File: src/rtl/noc_pkg.sv
// Flit field positions and a width helper shared by the router and its FIFOs.
package noc_pkg;

    localparam int unsigned VALID_BIT = 0;
    localparam int unsigned DEST_LSB  = 1;

    // Ceiling log2. The result is never below 1, so a one-port-index field still has a bit.
    function automatic int unsigned clog2(input int unsigned n);
        int unsigned w;
        w = 1;
        while ((32'd1 << w) < n) begin
            w++;
        end
        return w;
    endfunction

endpackage

File: src/rtl/noc_fifo.sv
// Per-port input FIFO. Full and almost-full come only from the registered count.
module noc_fifo
    import noc_pkg::*;
#(
    parameter int unsigned DATA_W     = 16,
    parameter int unsigned FIFO_DEPTH = 4,
    parameter int unsigned AF_LEVEL   = 1
) (
    input  logic              clk,
    input  logic              reset,
    input  logic              push,
    input  logic [DATA_W-1:0] wdata,
    input  logic              pop,
    output logic [DATA_W-1:0] head,
    output logic              empty,
    output logic              full,
    output logic              almost_full
);

    localparam int unsigned PTR_W = clog2(FIFO_DEPTH);
    localparam int unsigned CNT_W = clog2(FIFO_DEPTH + 1);

    logic [DATA_W-1:0] mem_q [FIFO_DEPTH];
    logic [PTR_W-1:0]  wr_ptr_q, rd_ptr_q;
    logic [CNT_W-1:0]  count_q;
    logic              do_push, do_pop;

    assign full        = (count_q == CNT_W'(FIFO_DEPTH));
    assign empty       = (count_q == '0);
    assign almost_full = ((32'(count_q) + AF_LEVEL) >= FIFO_DEPTH);
    // A pop in the same cycle never makes room for a write to a full FIFO.
    assign do_push     = push && !full;
    assign do_pop      = pop && !empty;
    assign head        = mem_q[rd_ptr_q];

    // Pointer and occupancy bookkeeping; pointers wrap naturally (depth is a power of two).
    always_ff @(posedge clk) begin
        if (reset) begin
            wr_ptr_q <= '0;
            rd_ptr_q <= '0;
            count_q  <= '0;
        end else begin
            if (do_push) begin
                wr_ptr_q <= wr_ptr_q + PTR_W'(1);
            end
            if (do_pop) begin
                rd_ptr_q <= rd_ptr_q + PTR_W'(1);
            end
            case ({do_push, do_pop})
                2'b10:   count_q <= count_q + CNT_W'(1);
                2'b01:   count_q <= count_q - CNT_W'(1);
                default: count_q <= count_q;
            endcase
        end
    end

    // Storage array; contents need no reset because the count gates visibility.
    always_ff @(posedge clk) begin
        if (do_push) begin
            mem_q[wr_ptr_q] <= wdata;
        end
    end

endmodule

File: src/rtl/noc_router_rr.sv
// Input-queued crossbar router with a round-robin arbiter and a register per output.
module noc_router_rr
    import noc_pkg::*;
#(
    parameter int unsigned NUM_PORTS  = 3,
    parameter int unsigned DATA_W     = 16,
    parameter int unsigned FIFO_DEPTH = 4,
    parameter int unsigned AF_LEVEL   = 1
) (
    input  logic                          clk,
    input  logic                          reset,
    input  logic [NUM_PORTS-1:0]          in_valid,
    input  logic [NUM_PORTS*DATA_W-1:0]   in_data,
    output logic [NUM_PORTS-1:0]          in_full,
    output logic [NUM_PORTS-1:0]          in_almost_full,
    output logic [NUM_PORTS-1:0]          out_valid,
    output logic [NUM_PORTS*DATA_W-1:0]   out_data,
    input  logic [NUM_PORTS-1:0]          out_ready,
    output logic [NUM_PORTS-1:0]          bad_dest
);

    localparam int unsigned DEST_W = clog2(NUM_PORTS);

    logic [DATA_W-1:0]              head      [NUM_PORTS];
    logic [DEST_W-1:0]              head_dest [NUM_PORTS];
    logic [NUM_PORTS-1:0]           req       [NUM_PORTS];  // req[input][output]
    logic [NUM_PORTS-1:0]           empty, pop, discard, bad_d, bad_q;
    logic [NUM_PORTS-1:0]           out_valid_d, out_valid_q;
    logic [NUM_PORTS-1:0][DATA_W-1:0] out_data_d, out_data_q;
    logic [DEST_W-1:0]              rr_d [NUM_PORTS];
    logic [DEST_W-1:0]              rr_q [NUM_PORTS];

    for (genvar p = 0; p < NUM_PORTS; p++) begin : g_port
        noc_fifo #(
            .DATA_W    (DATA_W),
            .FIFO_DEPTH(FIFO_DEPTH),
            .AF_LEVEL  (AF_LEVEL)
        ) u_fifo (
            .clk        (clk),
            .reset      (reset),
            .push       (in_valid[p]),
            .wdata      (in_data[p*DATA_W +: DATA_W]),
            .pop        (pop[p]),
            .head       (head[p]),
            .empty      (empty[p]),
            .full       (in_full[p]),
            .almost_full(in_almost_full[p])
        );
        assign head_dest[p] = head[p][DEST_LSB +: DEST_W];
    end

    // Sort each head into a routing request, a silent drop, or a bad-destination drop.
    always_comb begin
        discard = '0;
        bad_d   = '0;
        for (int unsigned i = 0; i < NUM_PORTS; i++) begin
            req[i] = '0;
            if (!empty[i]) begin
                if (!head[i][VALID_BIT]) begin
                    discard[i] = 1'b1;
                end else if (32'(head_dest[i]) >= NUM_PORTS) begin
                    discard[i] = 1'b1;
                    bad_d[i]   = 1'b1;
                end else begin
                    for (int unsigned o = 0; o < NUM_PORTS; o++) begin
                        req[i][o] = (32'(head_dest[i]) == o);
                    end
                end
            end
        end
    end

    // Per-output round-robin grant, pop selection and output register next state.
    always_comb begin
        logic              found;
        logic [DEST_W-1:0] cand;
        logic [DEST_W-1:0] win;
        found       = 1'b0;
        cand        = '0;
        win         = '0;
        pop         = discard;
        out_valid_d = out_valid_q;
        out_data_d  = out_data_q;
        for (int unsigned o = 0; o < NUM_PORTS; o++) begin
            rr_d[o] = rr_q[o];
            if (!out_valid_q[o] || out_ready[o]) begin
                out_valid_d[o] = 1'b0;
                found          = 1'b0;
                win            = '0;
                for (int unsigned k = 0; k < NUM_PORTS; k++) begin
                    cand = DEST_W'((32'(rr_q[o]) + k) % NUM_PORTS);
                    if (!found && req[cand][o]) begin
                        found = 1'b1;
                        win   = cand;
                    end
                end
                // Each input requests a single output, so at most one pop per FIFO.
                if (found) begin
                    pop[win]       = 1'b1;
                    out_valid_d[o] = 1'b1;
                    out_data_d[o]  = head[win];
                    rr_d[o]        = DEST_W'((32'(win) + 1) % NUM_PORTS);
                end
            end
        end
    end

    // Output registers, arbiter pointers and the bad-destination pulse.
    always_ff @(posedge clk) begin
        if (reset) begin
            out_valid_q <= '0;
            out_data_q  <= '0;
            bad_q       <= '0;
            for (int unsigned o = 0; o < NUM_PORTS; o++) begin
                rr_q[o] <= '0;
            end
        end else begin
            out_valid_q <= out_valid_d;
            out_data_q  <= out_data_d;
            bad_q       <= bad_d;
            for (int unsigned o = 0; o < NUM_PORTS; o++) begin
                rr_q[o] <= rr_d[o];
            end
        end
    end

    assign out_valid = out_valid_q;
    assign out_data  = out_data_q;
    assign bad_dest  = bad_q;

endmodule

File: config.mk
export PLATFORM = sky130hd
export DESIGN_NAME = noc_router_rr
export DESIGN_NICKNAME = d
export VERILOG_FILES = /design/src/rtl/noc_pkg.sv /design/src/rtl/noc_fifo.sv /design/src/rtl/noc_router_rr.sv
export SDC_FILE = /design/constraint.sdc
export NUM_CORES = 1
export LEC_CHECK = 0
export CAP_MARGIN = 0
export CORE_AREA = 4 4 191 193
export DETAILED_ROUTE_END_ITERATION = 10
export DIE_AREA = 0 0 195 197
export GPL_TIMING_DRIVEN = 0
export HOLD_SLACK_MARGIN = 0.15
export SLEW_MARGIN = 40
export SYNTH_ARGS = -nofsm -noshare
export SYNTH_HDL_FRONTEND = slang
export SYNTH_SLANG_ARGS = --single-unit
File: constraint.sdc
create_clock -name clk -period 4.55 [get_ports clk]
set_clock_uncertainty 0.05 [all_clocks]
set_input_delay 0.91 -clock clk [delete_from_list [all_inputs] [get_ports clk]]
set_output_delay 0.91 -clock clk [all_outputs]
set_load 0.02 [all_outputs]
==> impl_results.md, run 1 <==
* Status: completed
* Core area at 34,500 um2
* CP Max Fanout at 10
* GRT overflow at 0
* Post-synth EDFFs at 192
* Period minus WS final at 4.24 ns
* Layout cells sized above 1 at 0.165
* Initial core utilization at 0.348
* DIE WIDTH at 195 um
* Post-synthesis sequential area ratio at 0.624
* Area Growth Syn to Fin at 23.3%
* Final Wtd Congestion at 0.823
* R2R cell count at 18
* Finish-stage setup viols at 0
* First-pass GRT wire length at around 43 mm
* Final Hold Vio Count at 0
* Cell Rows at 68
* Max-cap violations at 0
* Syn. warnings at 0
* CP bufs+invs at 6
* Critical-path cell with the highest stage delay: mux4_2
* Arr. time, crit path at 4.67 ns
* HPWL Detailed at about 20 mm
* Die height at between 150 and 200 um
* Req. time, crit path at between 4 and 5 ns
* Post-Layout Cell Count at 1,458
* Static Leak at 5.10 nW
* Largest net degree at the start of global routing at 17
* Register-to-register setup slack at 0.31 ns
* Clock Pin Slew Worst Setup and Hold Paths at 0.06 ns
* Max_slew headroom at 0.472
* Diode count at 0
* Number of global-route vias before repair at 7,235
* Hold Crit Class: reg -> reg
* Async SR Flop Fraction at 0
* CP Launch Type: register
* RSZ-0062 raised after global routing: false
* Pwr per Cell Area at 599 nW/um2
* Maximum vdd drop at 0.000308 V
* Ports at 116
* Total power at between 8 and 9 mW
* Pre-Repair DR Iteration Count at 4
* Fillers at 3,191
* Switch Pwr at 2.99 mW
* Post-route ant nets at 0
* F_max at 236 MHz
* CP Capture Type: register
* CP delay by family, top: compound AO/OA/AOI/OAI gates
* End-of-flow core utilization at 0.430
* #FFs+latches synth at 279
* CTS tree: yes
* Critical path type: reg -> reg
* Fin. max-slew vios at 0
* Fin crit share at 0.932
* Worst hold path endpoint: out_data[33]
* WL/cell at about 19 um
* Worst-Margin Slew at 0.792 ns
* Fin area at 14,800 um2
* Die area at 38,400 um2
* Nets at 1,066
* Cell Area, Synth at between 10,000 and 15,000 um2
* Iteration-0 DRC Markers at about 500
* RR Endpoint: g_port[2].u_fifo.count_q[2]
* CTS buffer count at 30
* DRC at 0
* Crit-path most repeated cell: inv_1
* Critical path cell sequence: buf_6 > mux4_2 > clkinv_2 > nand3_2 > or3_1 > o2111ai_4 > buf_4 > inv_1 > ha_1 > a221o_1 > a22oi_2 > inv_1 > ha_1 > inv_1 > fa_1 > xor2_1 > or3_1 > a21oi_1
* Clock share of power at 0.262
* Setup_tns at 0 ns
* Slowest cell delay on critical path at 0.60 ns
* Htree depth at 1
* All-Layer GR Usage at 0.140
* Longest Clk Path Bufs at 3
* Routed wire length at 27.3 mm
* Initial antenna violation count at 0
* Placed Instances at 1,398
* Syn Area/Cell at 14.5 um2
* Seq pwr share at 0.386
* Worst Hold Depth at 1
* DR vias at 7,190
* Worst-Skew Late Latency at 0.56 ns
* Distinct cells, synth at between 60 and 70
* Vias per cell at 4.93
* Comb pwr share at 0.352
* Port bufs at around 120
* Dpl cell area at ~14,000 um2
* Syn Nets at 915
* Min-delay src: out_data[33]
* Primary FF master, synth: edfxtp_1
* Clock Sinks at approximately 280
* Clock root cell: clkbuf_16
* Internal power at slightly below 6 mW
* Sw frac at 0.336
* Cells after synthesis at around 830
-- routing by layer --
| metal | track usage | vias up | share of wire |
|---|---|---|---|
| met3 | 0.0231 | 36 | 0.044 |
| met2 | 0.225 | 149 | 0.46 |
| met4 | 0.0347 | 0 | 0.020 |
| li1 | - | 3466 | - |
| met5 | 0 | - | 0 |
| met1 | 0.201 | 3539 | 0.48 |
-- cells by family (layout without fill, tap and decap cells) --
| kind of cell | count (synthesis) | after routing | synth area share |
|---|---|---|---|
| fa+ha+maj | 34 | 34 | 0.0366 |
| xor+xnor | 10 | 10 | 0.00728 |
| simple gates | 188 | 188 | 0.0787 |
| compound gates | 127 | 127 | 0.0824 |
| mux | 102 | 102 | 0.137 |
| flops | 279 | 279 | 0.624 |
| buf+inv | 88 | 263 | 0.0339 |
-- cell usage in the layout, fill, tap and decap left out, types with 6 or more instances in the layout --
| cell type | count |
|---|---|
| a21oi_1 | 33 |
| buf_2 | 6 |
| clkdlybuf4s50_1 | 115 |
| edfxtp_1 | 192 |
| and2_1 | 8 |
| buf_4 | 17 |
| mux2i_1 | 46 |
| nor2b_1 | 19 |
| and2_2 | 9 |
| nand2b_1 | 6 |
| xor2_1 | 6 |
| a221o_1 | 15 |
| o21ai_0 | 19 |
| a32oi_1 | 13 |
| ha_1 | 28 |
| clkbuf_1 | 20 |
| nor2_1 | 78 |
| nand3_1 | 7 |
| nand2_1 | 18 |
| or3_1 | 9 |
| and3_1 | 9 |
| nor3_1 | 9 |
| a22o_1 | 13 |
| clkbuf_16 | 30 |
| mux4_2 | 50 |
| dfxtp_1 | 87 |
| inv_1 | 40 |
| clkinv_2 | 8 |
-- flip-flops by register name (all words and copies together) (netlist names), named ones only --
signal	count
g_port.u_fifo.wr_ptr_q	6
g_port.u_fifo.rd_ptr_q	6
bad_dest	3
out_data	48
out_valid	3
g_port.u_fifo.mem_q	192
rr_q	6
g_port.u_fifo.count_q	9
-- power by group through the flow --
| stage | combinational (mW) | sequential (mW) | clock, mW |
|---|---|---|---|
| 5_1_grt | 3.44 | 3.48 | 2.51 |
| 2_1_floorplan | 1.92 | 3.57 | 0 |
| 6_report | 3.13 | 3.44 | 2.33 |
| 3_3_place_gp | 3.09 | 3.48 | 0 |
| 4_1_cts | 3.13 | 3.43 | 2.39 |
| 3_5_place_dp | 3.12 | 3.48 | 0 |
-- stage by stage --
step / setup WS [ns] / hold WS [ns]
after detailed placement: -0.188 / 0.402
after CTS: 0.0309 / 0.418
after global placement: -0.434 / 0.396
final: 0.309 / 0.410
after global routing: 0.00540 / 0.432
after floorplan: 0.553 / 0.409
-- how the worst max path moves through the flow --
stage	to	slack [ns]	cells after the start
after detailed placement	g_port[2].u_fifo.count_q[2]	-0.19	17
after floorplan	g_port[2].u_fifo.count_q[2]	0.55	18
after CTS	g_port[2].u_fifo.count_q[2]	0.03	18
final	g_port[2].u_fifo.count_q[2]	0.31	18
after global placement	g_port[2].u_fifo.count_q[2]	-0.43	17
after global routing	g_port[2].u_fifo.count_q[2]	0.005	19
-- cell type report --
class                           instances  area, um2  share of cell area
Buffer                                 45        256              0.0173
Clock buffer                           34        776              0.0523
Clock inverter                         22        195              0.0132
Inverter                               41        155              0.0105
Multi-Input combinational cell        461       4180               0.281
Sequential cell                       279       7510               0.506
Tap cell                              455        569              0.0384
Timing Repair Buffer                  121       1200              0.0811
-- repair_timing --
action | CTS | global route
setup buffers | 0 | 4
gates resized for setup | 2 | 10
hold buffers | 0 | 0
endpoints found under the hold margin | 0 | 0
pin swaps | 0 | 1
endpoints found under the setup margin | 2 | 6
-- Yosys cell counts (all sizes together) (9+ instances only) --
cell type  instances  area share
a21oi             34       0.014
a221o             15       0.012
a22o              13      0.0095
a32oi             14       0.011
and2              17      0.0088
and3               9      0.0047
buf               23       0.014
clkbuf            24      0.0075
dfxtp             87        0.14
edfxtp           192        0.48
ha                28       0.029
inv               40       0.012
mux2i             46       0.038
mux4              50       0.094
nand2             19      0.0061
nand3              9      0.0046
nor2              79       0.025
nor2b             19      0.0099
nor3              10      0.0046
o21ai             19      0.0079
or3               10      0.0053
Note: power is estimated with default switching activity, not from simulation.
==> run 2, diff against run 1 <==
--- a/config.mk
+++ b/config.mk
@@ -7,6 +7,7 @@
 export LEC_CHECK = 0
 export CAP_MARGIN = 0
 export CORE_AREA = 4 4 191 193
+export CTS_BUF_LIST = sky130_fd_sc_hd__clkbuf_4 sky130_fd_sc_hd__clkbuf_8
 export DETAILED_ROUTE_END_ITERATION = 10
 export DIE_AREA = 0 0 195 197
 export GPL_TIMING_DRIVEN = 0
==> run 2 against run 1 <==
Effect of this change: die area did not move; maximum frequency fell by 0.26%; sequential share of layout area fell by 0.11 points; core utilization rose by 0.090 points; count of clock-buffer cells in the layout rose by 36; register-to-register slack barely moved; global-route usage rose by 0.24 points; wire length rose by 0.97%; flip-flop and latch count did not move; sequential power barely moved; largest power group unchanged.
==> impl_results.md, run 2 (synthesis results as in run 1) <==
* Final Hold Vio Count at 0
* Htree depth at 2
* Iteration-0 DRC Markers at 580
* Diode count at 0
* Fin area at about 15,000 um2
* Clock root cell: clkbuf_8
* GRT overflow at 0
* End-of-flow core utilization at 0.430
* Number of global-route vias before repair at 7,448
* Hold Crit Class: reg -> reg
* Final Wtd Congestion at 0.823
* CP Capture Type: register
* Ports at 116
* DR vias at ~7,200
* Clock Pin Slew Worst Setup and Hold Paths at 0.06 ns
* DRC at 0
* Arr. time, crit path at 4.68 ns
* Post-route ant nets at 0
* Pwr per Cell Area at 596 nW/um2
* Fin crit share at 0.935
* Finish-stage setup viols at 0
* Metal3 WL at 1.36 mm
* Clock Sinks at 279
* First-pass GRT wire length at 43.0 mm
* Area Growth Syn to Fin at 23.5%
* Max-cap violations at 0
* CP Launch Type: register
* Dpl cell area at 13,800 um2
* Worst Hold Depth at 2
* Port bufs at 115
* Commonest non-fill, non-tap cell in the layout: edfxtp_1
* CTS buffer count at 46
* DIE WIDTH at 195 um
* Worst-Skew Late Latency at 0.56 ns
* Critical path type: reg -> reg
* Layout cells sized above 1 at 0.192
* Cell Rows at 68
* WL met1 at approximately 13 mm
* Number of flip-flops in the largest register at 192
* Routed wire length at 27.5 mm
* CTS tree: yes
* Top reg by flops: g_port.u_fifo.mem_q
* R2R cell count at 18
* All-Layer GR Usage at 0.142
* Period minus WS final at 4.25 ns
* Pre-Repair DR Iteration Count at 6
* Max_slew headroom at 0.486
* Longest Clk Path Bufs at 3
* Register-to-register setup slack at 0.30 ns
* Fin. max-slew vios at 0
* Setup_tns at 0 ns
* Commonest non-fill, non-tap cells in the layout: 192 x edfxtp_1, 115 x clkdlybuf4s50_1, 87 x dfxtp_1, 78 x nor2_1, 52 x clkbuf_8
* Core area at approximately 35,000 um2
* Initial core utilization at 0.348
* Top sig layer: met4
* Status: completed
* WL/cell at 18.5 um
* Vias per cell at 4.86
* Maximum vdd drop at 0.000203 V
* WL met2 at 12.5 mm
* HPWL Detailed at 20.4 mm
* Die area at 38,400 um2
* Worst-Margin Slew at 0.771 ns
* F_max at 235 MHz
* Die height at ~200 um
* Req. time, crit path at between 4 and 5 ns
* CP Max Fanout at 10
* Largest net degree at the start of global routing at 17
* Nets at 1,082
* Static Leak at 5.17 nW
* Initial antenna violation count at 0
* RSZ-0062 raised after global routing: false
[run 2: cell count changes in the layout (fill, tap and decap cells not counted), sizes merged]
cell	change
clkinvlp	-4
clkinv	-4
inv	+1
clkbuf	+36
[run 2: worst max-delay path, stage by stage, from the launching register on]
cell       delay, ns
dfxtp_1         0.32
buf_6           0.14
mux4_2          0.60
clkinv_2        0.14
nand3_2         0.14
or3_1           0.40
o2111ai_4       0.22
buf_4           0.26
inv_1           0.07
ha_1            0.20
a221o_1         0.32
a22oi_2         0.24
inv_1           0.08
ha_1            0.22
inv_1           0.07
fa_1            0.17
xor2_1          0.07
or3_1           0.31
a21oi_1         0.14
[run 2: timing repair]
action / 4_1_cts / 5_1_grt
endpoints found under the setup margin: 2 / 6
buffers inserted: 0 / 4
resized for setup: 2 / 11
pin swaps: 0 / 1
hold buffers: 0 / 0
[run 2: per-stage QoR]
stage	hold slack [ns]	cells	setup slack [ns]	total power, mW
global route	0.432	1487	0.00709	9.41
finish	0.416	1487	0.298	8.86
CTS	0.422	1482	0.0314	8.93
floorplan	0.409	828	0.553	5.49
global placement	0.396	1398	-0.434	6.56
detailed placement	0.402	1398	-0.188	6.60
[run 2: worst paths after layout]
kind                     start                          end
setup / recovery      register  g_port[2].u_fifo.count_q[2]
hold reg to reg   out_data[34]                 out_data[34]
setup reg to reg      register  g_port[2].u_fifo.count_q[2]
hold / removal    out_data[34]                 out_data[34]
[run 2: routing by layer]
layer	vias to the layer above	global-route usage
met1	3505	0.200
li1	3501	-
met5	-	0
met3	45	0.0296
met2	177	0.226
met4	0	0.0434
[run 2: layout make-up]
| cell class | count | area [um2] |
|---|---|---|
| buffer | 45 | 256 |
| clock buffer | 70 | 851 |
| clock inverter | 15 | 143 |
| fill | 3182 | 19700 |
| inverter | 41 | 155 |
| multi-input combinational | 461 | 4190 |
| sequential | 279 | 7510 |
| tap | 455 | 569 |
| timing repair buffer | 121 | 1200 |
[run 2: power breakdown]
group | leakage, nW | switching [mW] | internal, mW
sequential | 2.47 | 0.265 | 3.17
clock | 0.524 | 0.970 | 1.32
combinational | 2.18 | 1.74 | 1.40
